## config.mk

```make
export PLATFORM = sky130hd
export DESIGN_NAME = async_upcounter_stages
export DESIGN_NICKNAME = d
export VERILOG_FILES = /design/src/rtl/async_upcounter_stages_pkg.sv /design/src/rtl/async_upcounter_stages_ripple_tff_stage.sv /design/src/rtl/async_upcounter_stages.sv
export SDC_FILE = /design/constraint.sdc
export NUM_CORES = 1
export LEC_CHECK = 0
export ABC_AREA = 1
export BUFFER_PORTS_ARGS = -buffer_cell sky130_fd_sc_hd__buf_2
export CAP_MARGIN = 30
export CORE_AREA = 10 10 47 49
export CTS_CLUSTER_DIAMETER = 150
export DETAILED_ROUTE_END_ITERATION = 7
export DIE_AREA = 0 0 57 59
export HOLD_SLACK_MARGIN = 0.08
export PLACE_DENSITY = 0.56
export SLEW_MARGIN = 10
export SYNTH_ARGS = -nofsm -noshare
export SYNTH_HDL_FRONTEND = slang
export SYNTH_SLANG_ARGS = --single-unit
export TNS_END_PERCENT = 100
```

## constraint.sdc

```tcl
create_clock -name clk -period 0.8 [get_ports clk]
set_input_delay 0.08 -clock clk [delete_from_list [all_inputs] [get_ports clk]]
set_output_delay 0.08 -clock clk [all_outputs]
set_load 0.05 [all_outputs]
```

## src/rtl/async_upcounter_stages_pkg.sv

```systemverilog
// Shared constants for the ripple up-counter slice.
package async_upcounter_stages_pkg;
    localparam int DEFAULT_WIDTH = 4;
endpackage

```

## src/rtl/async_upcounter_stages_ripple_tff_stage.sv

```systemverilog
// One ripple toggle stage: a D flop fed from its own complement, with async active-high reset.
module ripple_tff_stage (
    input  logic clk_i,
    input  logic rst_i,
    input  logic en_i,
    output logic q_o,
    output logic qbar_o
);

    // Toggle on each enabled clock edge; reset forces the stage to 0.
    always_ff @(posedge clk_i or posedge rst_i) begin
        if (rst_i) begin
            q_o <= 1'b0;
        end else if (en_i) begin
            q_o <= qbar_o;
        end else begin
            q_o <= q_o;
        end
    end

    assign qbar_o = ~q_o;

endmodule

```

## src/rtl/async_upcounter_stages.sv

```systemverilog
// Ripple up counter with enable, flop-sourced clear, clk-domain sampled count and wrap pulse.
module async_upcounter_stages
    import async_upcounter_stages_pkg::*;
#(
    parameter int WIDTH = DEFAULT_WIDTH
) (
    input  logic             clk,
    input  logic             rst,
    input  logic             en,
    input  logic             clr,
    output logic [WIDTH-1:0] q,
    output logic [WIDTH-1:0] qbar,
    output logic [WIDTH-1:0] q_sync,
    output logic             wrap
);

    localparam logic [WIDTH-1:0] ALL_ONES = {WIDTH{1'b1}};
    localparam logic [WIDTH-1:0] ALL_ZERO = {WIDTH{1'b0}};

    logic             clr_q;
    logic             stage_rst;
    logic [WIDTH-1:0] stage_clk;
    logic [WIDTH-1:0] stage_en;
    logic [WIDTH-1:0] stage_qbar;

    // Clear comes from a flop, so OR-ing it into the async reset cannot glitch.
    assign stage_rst = rst | clr_q;

    genvar i;
    generate
        for (i = 0; i < WIDTH; i++) begin : g_stage
            if (i == 0) begin : g_first
                assign stage_clk[i] = clk;
                assign stage_en[i]  = en & ~clr_q;
            end else begin : g_rest
                // Previous stage falling edge is the rising edge of its complement.
                assign stage_clk[i] = stage_qbar[i-1];
                assign stage_en[i]  = 1'b1;
            end

            ripple_tff_stage u_stage (
                .clk_i  (stage_clk[i]),
                .rst_i  (stage_rst),
                .en_i   (stage_en[i]),
                .q_o    (q[i]),
                .qbar_o (stage_qbar[i])
            );
        end
    endgenerate

    assign qbar = stage_qbar;

    // Clear request, settled count copy and roll-over detect for synchronous consumers.
    always_ff @(posedge clk or posedge rst) begin
        if (rst) begin
            clr_q  <= 1'b0;
            q_sync <= ALL_ZERO;
            wrap   <= 1'b0;
        end else begin
            clr_q  <= clr;
            q_sync <= q;
            wrap   <= (q_sync == ALL_ONES) && (q == ALL_ZERO) && !clr_q;
        end
    end

endmodule

```

==> metrics list, run 1 <==
- Buffers inserted during clock tree synthesis total 3.
- The synthesized netlist contains 8 unique library cells.
- Ratio of cells with drive above 1 in the final layout: 54.9%
- In the finished design, the share of the clock period the worst path needs comes to 122%.
- Largest net degree at the start of global routing: 7
- On the final layout, the worst hold slack is between 0.09 and 0.1 ns.
* DP Area: between 400 and 500 um^2
* Crit. Startpoint: g_stage[0].u_stage.q_o$_DFFE_PP0P_
* Mean area per synthesized cell: roughly 11 um^2
- Number of core rows: 14
- The final reports fail on setup timing.
- Synthesis produced a netlist whose cell count is 34.
- Total length of routed wires: 769 um
* Total design power: 0.00159 W
- Number of port buffers: 16
- Total of flip-flops plus latches after synthesis: 10
- Across every metal layer, demand over resource in global routing totals under 10%.
- Number of setup violations in the final report: 8
* Residual DRC: 0
- The repair_antennas step left the layout with diodes totalling 0.
- Measured against its own limit, the worst slew margin works out to 83.1%.
- Status: finished, violations left
- At the end of routability-driven placement, the weighted congestion stood at slightly below 0.7.
- Wire length of the first global-routing pass: between 1 and 1.5 mm
- DIE WIDTH: around 57 um
* Min-delay worst type: in2reg
- The die is around 59 um tall.
* Design area: around 540 um^2
* Buffer depth of the longest clock path: 2
- Initial cell density of the core: around 27%
- CTS H-tree depth: 1
* Maximum vdd drop: roughly 1.6 mV
- Cell-by-cell trace of the critical path: inv_2 -> buf_8
- The synthesized netlist occupies a cell area of between 300 and 400 um^2.
- Biggest cell delay along the critical path: about 0.43 ns
* Max Transition Viols Final: 0
* Count of cells along the worst register-to-register path: 3
- Leaving out fill and tap cells, the most frequent cells in the layout are 9 x buf_2, 6 x inv_1, 6 x buf_6.
- Register pins left without a clock: 3
- Clock-pin slew was measured on the worst setup and hold paths at roughly 0.05 ns.
- Time the final worst path needs with I/O delays and setup: slightly below 1 ns
* Max cap viols: 0
- Counting every net in the synthesized netlist gives 38.
* Category of the most critical setup path: reg2out
- Initial antenna violation count: 0
- Largest fanout on the critical path: 4
* Remaining number of nets flagged by the antenna check after routing: 0
- Power spread over the standard cell area amounts to roughly 2900 mW/mm^2.
- Relative area change from synthesis to final layout: 43.0%
- The HPWL after detailed placement is around 630 um.
* Die ar.: 0.00336 mm^2
* Count of endpoints without a timing constraint: 12
- At the worst endpoint, the arrival time is around 0.90 ns.
- Share of the yosys chip area belonging to registers: approximately 66%
* Worst Path Required: about 0.72 ns
- Vias in the first global route: 310
* Number of cells in the design after placement: a little under 60
- RSZ-0062 raised after global routing: true
- Root Driver: clkbuf_4
- Most common cell after layout, fill and taps aside: buf_2
- Dividing the detail-routed via count by the number of cells gives around 3.8.
- Clock tree from TritonCTS: done
* Slowest stage cell, crit path: dfrtp_2
- Fill cell instance count of the final layout: 150
- Final net count: between 50 and 60
- STA classifies the critical path startpoint as a flop.
- Excluding fillers, the count of instances in the completed layout stands at 67.
- Critical R2R Launch: g_stage[0].u_stage.q_o$_DFFE_PP0P_
* Clock latency of the later-clocked register in the worst-skew pair: 0.25 ns
* Skew final: around 0.0027 ns
- The worst setup path is captured at an output pin.
* Top-level I/O count: 17
- Once routing completed, OpenROAD measured the worst setup slack at -0.179 ns.
- In this run the worst setup path terminates at qbar[0].
- The core region is 0.00140 mm^2.
- Static timing analysis puts the maximum clock frequency at about 1000 MHz.
- For the pin with the worst max-slew slack, the measured transition is ~0.26 ns.
- For flop-to-flop paths, the worst setup slack is -0.04 ns.
* Number of violations reported at the end of detailed-routing iteration 0: 1
- The Yosys step of the flow raised 0 warnings.
- Number of vias in the routed layout: approximately 260
* Overall overflow remaining after global route: 0
- The count of endpoints failing hold in the final timing report was 0.
- End of the worst register-to-register path: g_stage[0].u_stage.q_o$_DFFE_PP0P_
- Before antenna repair, the detailed router went through 2 iterations.
* P_leak: approximately 0.30 nW
- After detailed routing, the average wire length per cell comes to 11.5 um.
stage by stage:
step / utilization [%] / setup TNS [ns] / setup WS, ns
global placement: 30.7 / -0.0176 / -0.0176
finish: 38.6 / -0.731 / -0.179
detailed placement: 30.7 / -0.0411 / -0.0411
CTS: 38.0 / -0.858 / -0.200
global route: 38.6 / -1.01 / -0.216
floorplan: - / -0.0398 / -0.0398
layer usage:
layer	track usage [%]	share of wire [%]	up-vias	wire, um
met5	0	0	-	0
met4	5.03	0	0	0
met3	4.08	12	0	92
met2	6.67	44	13	342
met1	5.08	43	121	334
li1	-	-	122	-
cell type report:
cell class	instances	area [um^2]	area share [%]
Clock buffer	4	26.3	4.86
Multi-Input combinational cell	9	41.3	7.64
Sequential cell	10	256	47.5
Timing Repair Buffer	21	170	31.5
Tap cell	16	20.0	3.70
Inverter	7	26.3	4.86
cell usage after synthesis:
| master | number | share of area, % |
|---|---|---|
| dfrtp_1 | 7 | 46 |
| nor2_1 | 5 | 5.0 |
| nand2_1 | 1 | 0.99 |
| dfrtn_1 | 3 | 20 |
| nand3_1 | 2 | 2.6 |
| buf_4 | 8 | 16 |
| inv_1 | 7 | 7.0 |
| xor2_1 | 1 | 2.3 |
sequential cells by signal (all words and copies together), names as in the netlist:
name / flops
g_stage.u_stage.q_o: 4
clr_q: 1
wrap: 1
q_sync: 4
how the worst min path moves through the flow:
stage,startpoint,to,cells past startpoint
after floorplan,rst,clr_q$_DFF_PP0_,1
after global placement,rst,g_stage[0].u_stage.q_o$_DFFE_PP0P_,2
after detailed placement,rst,g_stage[0].u_stage.q_o$_DFFE_PP0P_,2
after CTS,en,g_stage[0].u_stage.q_o$_DFFE_PP0P_,3
after global routing,en,g_stage[0].u_stage.q_o$_DFFE_PP0P_,3
final,en,g_stage[0].u_stage.q_o$_DFFE_PP0P_,3
what timing repair did:
action,CTS,global route
hold buffers,2,0
setup buffers,1,1
gates resized for setup,17,0
pin swaps,0,1
hold endpoints to repair,8,0
setup endpoints to repair,7,9
cells by family (layout without fill, tap and decap cells):
kind of cell / count (synthesis) / in the layout / share of synthesized area, %
and+or+nand+nor: 8 / 8 / 8.61
buffers and inverters: 15 / 32 / 22.8
xor gates and xnor gates: 1 / 1 / 2.32
DFF: 10 / 10 / 66.2
power breakdown:
part	switching [W]	internal (W)	leakage, nW
logic	0.000448	0.000294	0.166
registers	0.0000633	0.000457	0.117
clock network	0.000133	0.000191	0.0150
critical path, delay by kind of cell, from the launching register on:
| kind | cells | cell delay (ns) |
|---|---|---|
| flip-flops | 1 | 0.43 |
| buffers and inverters | 2 | 0.22 |
(Power assumes the default switching activity.)
==> run 2: changes to the inputs <==
--- a/config.mk
+++ b/config.mk
@@ -8,12 +8,14 @@
 export ABC_AREA = 1
 export BUFFER_PORTS_ARGS = -buffer_cell sky130_fd_sc_hd__buf_2
 export CAP_MARGIN = 30
-export CORE_AREA = 10 10 47 49
+export CELL_PAD_IN_SITES_DETAIL_PLACEMENT = 1
+export CELL_PAD_IN_SITES_GLOBAL_PLACEMENT = 2
+export CORE_MARGIN = 10
+export CORE_UTILIZATION = 24
 export CTS_CLUSTER_DIAMETER = 150
 export DETAILED_ROUTE_END_ITERATION = 7
-export DIE_AREA = 0 0 57 59
 export HOLD_SLACK_MARGIN = 0.08
-export PLACE_DENSITY = 0.56
+export PLACE_DENSITY = 0.73
 export SLEW_MARGIN = 10
 export SYNTH_ARGS = -nofsm -noshare
 export SYNTH_HDL_FRONTEND = slang
==> run 2 against run 1 <==
Against the previous run: total power is 0.57% lower; register-to-register slack worse by 0.13 ns; cell count is 3.0% higher; routed wire length is 2.1% higher; cell area is 3.7% higher; die area is 5.9% higher; largest cell class unchanged; first-iteration DRC count grew to 4.0 times the previous value; highest routed layer is now met4; the run still ends with setup timing left; global-route usage is 0.45 points lower; count of clock-buffer cells in the layout stayed put; clock skew is 0.00064 ns lower.
==> metrics list, run 2 (synthesis gave the netlist of run 1 again) <==
- The met1 usage was 4.51% (was 5.08%).
- Relative area change from synthesis to final layout: 48.3% (was 43.0%)
- Violations in the final reports: setup timing (unchanged)
- Clock latency of the later-clocked register in the worst-skew pair: 0.25 ns (about the same)
- The final cell count without fillers came to 69 (was 67).
- Standard cell core area: 0.00151 mm^2 (was 0.00140 mm^2)
* Overall overflow remaining after global route: 0 (unchanged)
* Most common cell after layout, fill and taps aside: buf_2 (unchanged)
- The global-route wire length before repair is 1.25 mm (was 1.33 mm).
- The start-to-end type of the worst setup path was reg2out (unchanged).
- The pin slew with the least headroom to its limit came to 0.253 ns (was 0.256 ns).
* Die ar.: 0.00356 mm^2 (was 0.00336 mm^2)
- CP arrival: 0.92 ns (was 0.90 ns)
- Met3 global-route usage: 2.54% (was 4.08%)
- Residual DRC: 0 (unchanged)
- The fraction of power consumed by combinational cells is 46.4% (was 46.8%).
- RSZ-0062 raised after global routing: true (unchanged)
- Total length of routed wires: 785 um (was 769 um)
- The largest clock skew in the final design is 0.00208 ns (was 0.00273 ns).
- Vias in the first global route: 284 (was 310)
* Final net count: 58 (was 56)
- Initial antenna violation count: 0 (unchanged)
- The number of placement rows was 14 (unchanged).
- Cell internal pwr: 0.000932 W (was 0.000942 W)
- Dpl ws: -0.0623 ns (was -0.0411 ns)
- The largest net degree at the start of global routing is 7 (unchanged).
- The number of fill cells in the layout came to 174 (was 150).
* CTS H-tree depth: 1 (unchanged)
- Die Y: 59.7 um (was 59 um)
- Largest registers: g_stage.u_stage.q_o x4, q_sync x4 (unchanged).
* Clock network fraction of design power: 20.2% (was 20.4%)
- Number of inserted diodes: 0 (unchanged)
- The number of placed instances with taps included came to 59 (unchanged).
- The global placer's final weighted congestion is 0.649 (was 0.695).
- Sw Ratio: 40.9% (was 40.6%)
- The combined global-route utilization of all metal layers came to 4.73% (was 5.18%).
- CP startpoint kind: flop (unchanged)
* Initial cell density of the core: 25.1% (was 27.0%)
* Min-delay worst type: reg2async (was in2reg)
- Clock tree from TritonCTS: done (unchanged)
* Ratio of cells with drive above 1 in the final layout: 56.6% (was 54.9%)
- Sequential group share of total power: 33.4% (was 32.8%)
- The iteration-0 DRC count of the detailed router is 4 (was 1).
* Count of cells along the worst register-to-register path: 4 (was 3)
* Number of port buffers: 16 (unchanged)
- Root Driver: clkbuf_4 (unchanged)
- Largest fanout on the critical path: 5 (was 4)
- Total design power: 0.00158 W (was 0.00159 W)
* Upper clock frequency limit: 1000 MHz (was 1020 MHz)
* Final cycle utilization of the critical path: 124% (was 122%)
* P_leak: 0.308 nW (was 0.298 nW)
- Status: finished, violations left (unchanged).
- The total number of vias came to 265 (was 256).
* Number of setup violations in the final report: 8 (unchanged)
- The endpoint type of the worst setup path is an output pin (unchanged).
* End of the worst register-to-register path: g_stage[0].u_stage.q_o$_DFFE_PP0P_ (unchanged)
- Final count of hold timing violations: 0 (unchanged)
* Critical R2R Launch: g_stage[0].u_stage.q_o$_DFFE_PP0P_ (unchanged)
- The final count of pins violating max slew was 0 (unchanged).
- Remaining number of nets flagged by the antenna check after routing: 0 (unchanged)
* PnR worst setup slack: -0.195 ns (was -0.179 ns)
- The net switching power is 0.000645 W (was 0.000644 W).
* Number of search-and-repair iterations in the first detailed-routing pass: 2 (unchanged)
- The setup TNS was -0.926 ns (was -0.731 ns).
* Time the final worst path needs with I/O delays and setup: 0.995 ns (was 0.979 ns)
* Count of endpoints without a timing constraint: 12 (unchanged)
- The detailed-route wire length per cell was 11.4 um (was 11.5 um).
- Routing layer with the top usage in global route: met2 (unchanged)
* Maximum vdd drop: 1.49 mV (was 1.56 mV)
- Buffer depth of the longest clock path: 2 (unchanged)
- Reg-to-reg slack, setup: -0.17 ns (was -0.04 ns)
- TritonCTS buffer count: 3 (unchanged)
* Worst Path Required: 0.72 ns (about the same)
- The max capacitance violation total was 0 (unchanged).
- Commonest non-fill, non-tap cells in the layout: 9 x buf_2, 6 x inv_1, 5 x dfrtp_2, 5 x buf_4 (was 9 x buf_2, 6 x inv_1, 6 x buf_6)
- Number of vias per cell after detailed routing: 3.84 (was 3.82)
- The clock slew seen by the registers of the worst setup and hold paths is 0.05 ns (about the same).
* Relative slew margins: 83.2% (was 83.1%)
- The number of register pins that no clock reaches came to 3 (unchanged).
- The die boundary width is 59.7 um (was 57 um).
* Pwr Density: 2810 mW/mm^2 (was 2930 mW/mm^2)
* Met2 track utilization from global routing: 6.91% (was 6.67%)
* Top-level I/O count: 17 (unchanged)
## run 2: worst max-delay path by stage
stage                                                   from        endpoint  cells after the start
final                     g_stage[0].u_stage.q_o$_DFFE_PP0P_         qbar[0]                      2
after global routing      g_stage[0].u_stage.q_o$_DFFE_PP0P_         qbar[0]                      2
after CTS                 g_stage[0].u_stage.q_o$_DFFE_PP0P_         qbar[0]                      2
after detailed placement  g_stage[0].u_stage.q_o$_DFFE_PP0P_         qbar[0]                      2
after global placement    g_stage[0].u_stage.q_o$_DFFE_PP0P_         qbar[0]                      2
after floorplan                          q_sync[0]$_DFF_PP0_  wrap$_DFF_PP0_                      4
## run 2: what timing repair did
item	CTS	global route
pin swaps	0	1
endpoints found under the hold margin	9	0
hold buffers	3	0
gates resized for setup	17	1
gates cloned	0	0
setup buffers	2	1
setup endpoints to repair	7	9
## run 2: cell type report
class                      instances  area [um^2]  area share, %
multi-input combinational          9         43.8           7.81
tap                               16         20.0           3.57
sequential                        10          256           45.8
timing repair buffer              23          188           33.5
inverter                           7         26.3           4.69
clock buffer                       4         26.3           4.69
## run 2: metal layers
| layer | part of all wire, % | wire length (um) | up-vias |
|---|---|---|---|
| li1 | - | - | 128 |
| met1 | 41 | 319 | 121 |
| met2 | 46 | 360 | 12 |
| met3 | 9.7 | 76 | 4 |
| met4 | 3.6 | 28 | 0 |
| met5 | 0 | 0 | - |
## run 2: power groups by stage
stage	registers, W	clock network [W]	logic [W]
3_3_place_gp	0.000501	0	0.000519
2_1_floorplan	0.000640	0	0.000327
4_1_cts	0.000530	0.000335	0.000692
5_1_grt	0.000540	0.000364	0.000764
6_report	0.000526	0.000318	0.000732
3_5_place_dp	0.000514	0	0.000516
## run 2: worst max-delay path, cell delays in order (launching register included)
cell     delay, ns
dfrtp_2       0.44
inv_2         0.08
buf_8         0.14
## run 2: stage by stage
| step | hold slack (ns) | instance area, um^2 | util (%) |
|---|---|---|---|
| after floorplan | -0.129 | 383 | - |
| after global placement | -0.0134 | 430 | 28.6 |
| after detailed placement | -0.0192 | 430 | 28.6 |
| after CTS | 0.217 | 551 | 36.5 |
| after global routing | 0.235 | 561 | 37.2 |
| final | 0.221 | 561 | 37.2 |
==> run 3: changes to the inputs <==
--- a/config.mk
+++ b/config.mk
@@ -15,7 +15,7 @@
 export CTS_CLUSTER_DIAMETER = 150
 export DETAILED_ROUTE_END_ITERATION = 7
 export HOLD_SLACK_MARGIN = 0.08
-export PLACE_DENSITY = 0.73
+export PLACE_DENSITY = 0.75
 export SLEW_MARGIN = 10
 export SYNTH_ARGS = -nofsm -noshare
 export SYNTH_HDL_FRONTEND = slang
==> run 3 against run 2 <==
Against the previous run: the run still ends with setup timing left; total power is 3.1% higher; cell count stayed put; register-to-register slack hardly changed; core utilization is 0.083 points higher; flip-flop and latch count stayed put; die area stayed put; sequential power is 1% lower; critical path type unchanged; highest routed layer unchanged.
==> metrics list, run 3 (synthesis gave the netlist of run 1 again) <==
- Category of the most critical setup path: reg2out (unchanged)
- Slowest stage cell, crit path: dfrtp_2 (unchanged)
- Root Driver: clkbuf_4 (unchanged)
- Status: finished, violations left (unchanged).
* Post-Route Utilization: 37.3% (was 37.2%)
- The residual overflow from global routing was 0 (unchanged).
- Pwr Density: 2890 mW/mm^2 (was 2810 mW/mm^2)
- Total length of routed wires: 842 um (was 785 um)
- Transition time of the tightest slew-check pin: 0.261 ns (was 0.253 ns)
- All-Layer GR Usage: 5.46% (was 4.73%)
- The endpoint type of the worst setup path is an output pin (unchanged).
- The worst hold path class was in2reg (was reg2async).
- Residual DRC: 0 (unchanged)
- The count of endpoints without a timing constraint was 12 (unchanged).
- Final count of hold timing violations: 0 (unchanged)
- The number of antenna cells inserted was 0 (unchanged).
* Cell-by-cell trace of the critical path: inv_2 -> buf_8 (unchanged)
* P_leak: 0.309 nW (was 0.308 nW)
* Cell internal pwr: 0.000971 W (was 0.000932 W)
* Final cycle utilization of the critical path: 122% (was 124%)
- Relative area change from synthesis to final layout: 48.7% (was 48.3%)
- The die boundary width came to 59.7 um (unchanged).
- Die Y: 59.7 um (unchanged)
- The global-route wire length before repair is 1.36 mm (was 1.25 mm).
* CP startpoint kind: flop (unchanged)
- The count of port buffers added during placement is 16 (unchanged).
- The share of layout cells above drive strength 1 came to 58.5% (was 56.6%).
* Number of core rows: 14 (unchanged)
- Upper clock frequency limit: 1020 MHz (was 1000 MHz)
- Number of violations reported at the end of detailed-routing iteration 0: 1 (was 4)
- The arrival time of data at the critical path endpoint is 0.90 ns (was 0.92 ns).
* TritonCTS buffer count: 3 (unchanged)
- The fraction of power consumed by combinational cells is 47.9% (was 46.4%).
- The largest net degree at the start of global routing was 7 (unchanged).
- Standard cell core area: 0.00151 mm^2 (unchanged)
- The CTS tree was done (unchanged).
- Largest fanout on the critical path: 4 (was 5)
* Violations in the final reports: setup timing (unchanged)
- The count of pins on the block boundary is 17 (unchanged).
* Total design power: 0.00163 W (was 0.00158 W)
- The sequential fraction of design power is 32.1% (was 33.4%).
- The post-layout net count came to 58 (unchanged).
- The worst endpoint required time is 0.72 ns (about the same).
* Initial antenna violation count: 0 (unchanged)
- The number of fill cells in the layout came to 184 (was 174).
- Number of setup violations in the final report: 9 (was 8)
* Most common cell after layout, fill and taps aside: buf_2 (unchanged)
* Post-Route Hold Slack: 0.0971 ns (was 0.221 ns)
- Commonest non-fill, non-tap cells in the layout: 9 x buf_2, 6 x inv_1, 5 x dfrtp_2, 5 x buf_6, 5 x buf_4 (was 9 x buf_2, 6 x inv_1, 5 x dfrtp_2, 5 x buf_4).
- The count of H-tree levels built during CTS came to 1 (unchanged).
* PnR worst setup slack: -0.179 ns (was -0.195 ns)
- Clock latency of the later-clocked register in the worst-skew pair: 0.25 ns (about the same)
- The number of register pins that no clock reaches was 3 (unchanged).
- The shortest clock period the worst path allows after layout is 0.979 ns (was 0.995 ns).
- Number of vias per cell after detailed routing: 3.91 (was 3.84)
- The longest individual stage delay on the worst path was 0.43 ns (was 0.44 ns).
* Sw Ratio: 40.3% (was 40.9%)
- Die ar.: 0.00356 mm^2 (unchanged)
- RSZ-0062 raised after global routing: true (unchanged)
- Largest registers: g_stage.u_stage.q_o x4, q_sync x4 (unchanged)
- The first-pass iteration count of the detailed router was 2 (unchanged).
- The final count of pins violating max slew was 0 (unchanged).
- The global placer's final weighted congestion is 0.680 (was 0.649).
* Maximum vdd drop: 0.966 mV (was 1.49 mV)
* Clock network fraction of design power: 20.1% (was 20.2%)
- The max capacitance violation total came to 0 (unchanged).
- The largest clock skew in the final design was 0.00344 ns (was 0.00208 ns).
- Buffer depth of the longest clock path: 2 (unchanged)
- Number of vias in the routed layout: 270 (was 265)
- Clock Pin Slew Worst Setup and Hold Paths: 0.05 ns (about the same)
- Drt wl/cell: 12.2 um (was 11.4 um)
- Net load switching power: 0.000654 W (was 0.000645 W)
- Remaining number of nets flagged by the antenna check after routing: 0 (unchanged)
* Vias in the first global route: 300 (was 284)
- DP HPWL: 673 um
- The worst slew margin relative to its limit came to 82.7% (was 83.2%).
- Initial cell density of the core: 25.1% (unchanged)
## run 3: worst max-delay path: cells and delay by family (launching register included)
family	cells	cell delay [ns]
buffers and inverters	2	0.22
flip-flops	1	0.43
## run 3: final cells by class
type	instances	area [um^2]	area share (%)
clock buffers	4	26.3	4.68
multi-input cells	9	43.8	7.80
flip-flops and latches	10	256	45.7
inverters	7	26.3	4.68
repair buffers	23	189	33.6
well taps	16	20.0	3.56
## run 3: per-stage QoR
stage	instances	TNS [ns]	area, um^2	setup slack [ns]
6_report	69	-0.921	562	-0.179
5_1_grt	69	-1.35	562	-0.235
4_1_cts	67	-1.01	536	-0.196
3_5_place_dp	59	-0.0549	430	-0.0549
3_3_place_gp	59	-0.0224	430	-0.0224
2_1_floorplan	34	-0.0398	383	-0.0398
## run 3: per-layer routing
metal	GRT usage [%]	up-vias	share of wire [%]
met5	0	-	0
met4	4.81	0	2.9
met3	4.45	4	14
met2	8.38	11	51
met1	4.28	126	32
li1	-	129	-
## run 3: what timing repair did
item,CTS,global route
setup buffers,2,2
endpoints found under the setup margin,7,9
hold buffers,2,0
hold endpoints to repair,8,0
pin swaps,0,0
resized for setup,15,4
## run 3: power by group through the flow
stage	clock [W]	combinational, W	sequential [W]
3_5_place_dp	0	0.000517	0.000510
3_3_place_gp	0	0.000519	0.000501
4_1_cts	0.000347	0.000729	0.000515
6_report	0.000326	0.000778	0.000521
2_1_floorplan	0	0.000327	0.000640
5_1_grt	0.000375	0.000826	0.000538
## run 3: path summary, 6_finish.rpt
check / slack, ns / cells after the start / from / to
worst max-delay path: -0.18 / 2 / g_stage[0].u_stage.q_o$_DFFE_PP0P_ / qbar[0]
worst min-delay path: 0.1 / 3 / en / g_stage[0].u_stage.q_o$_DFFE_PP0P_
worst max register to register: -0.16 / 4 / g_stage[0].u_stage.q_o$_DFFE_PP0P_ / g_stage[0].u_stage.q_o$_DFFE_PP0P_
worst min register to register: 0.22 / 1 / clr_q$_DFF_PP0_ / g_stage[0].u_stage.q_o$_DFFE_PP0P_
max in group asynchronous: 0.29 / 3 / rst / q_sync[1]$_DFF_PP0_
min in group asynchronous: 0.22 / 1 / clr_q$_DFF_PP0_ / g_stage[0].u_stage.q_o$_DFFE_PP0P_
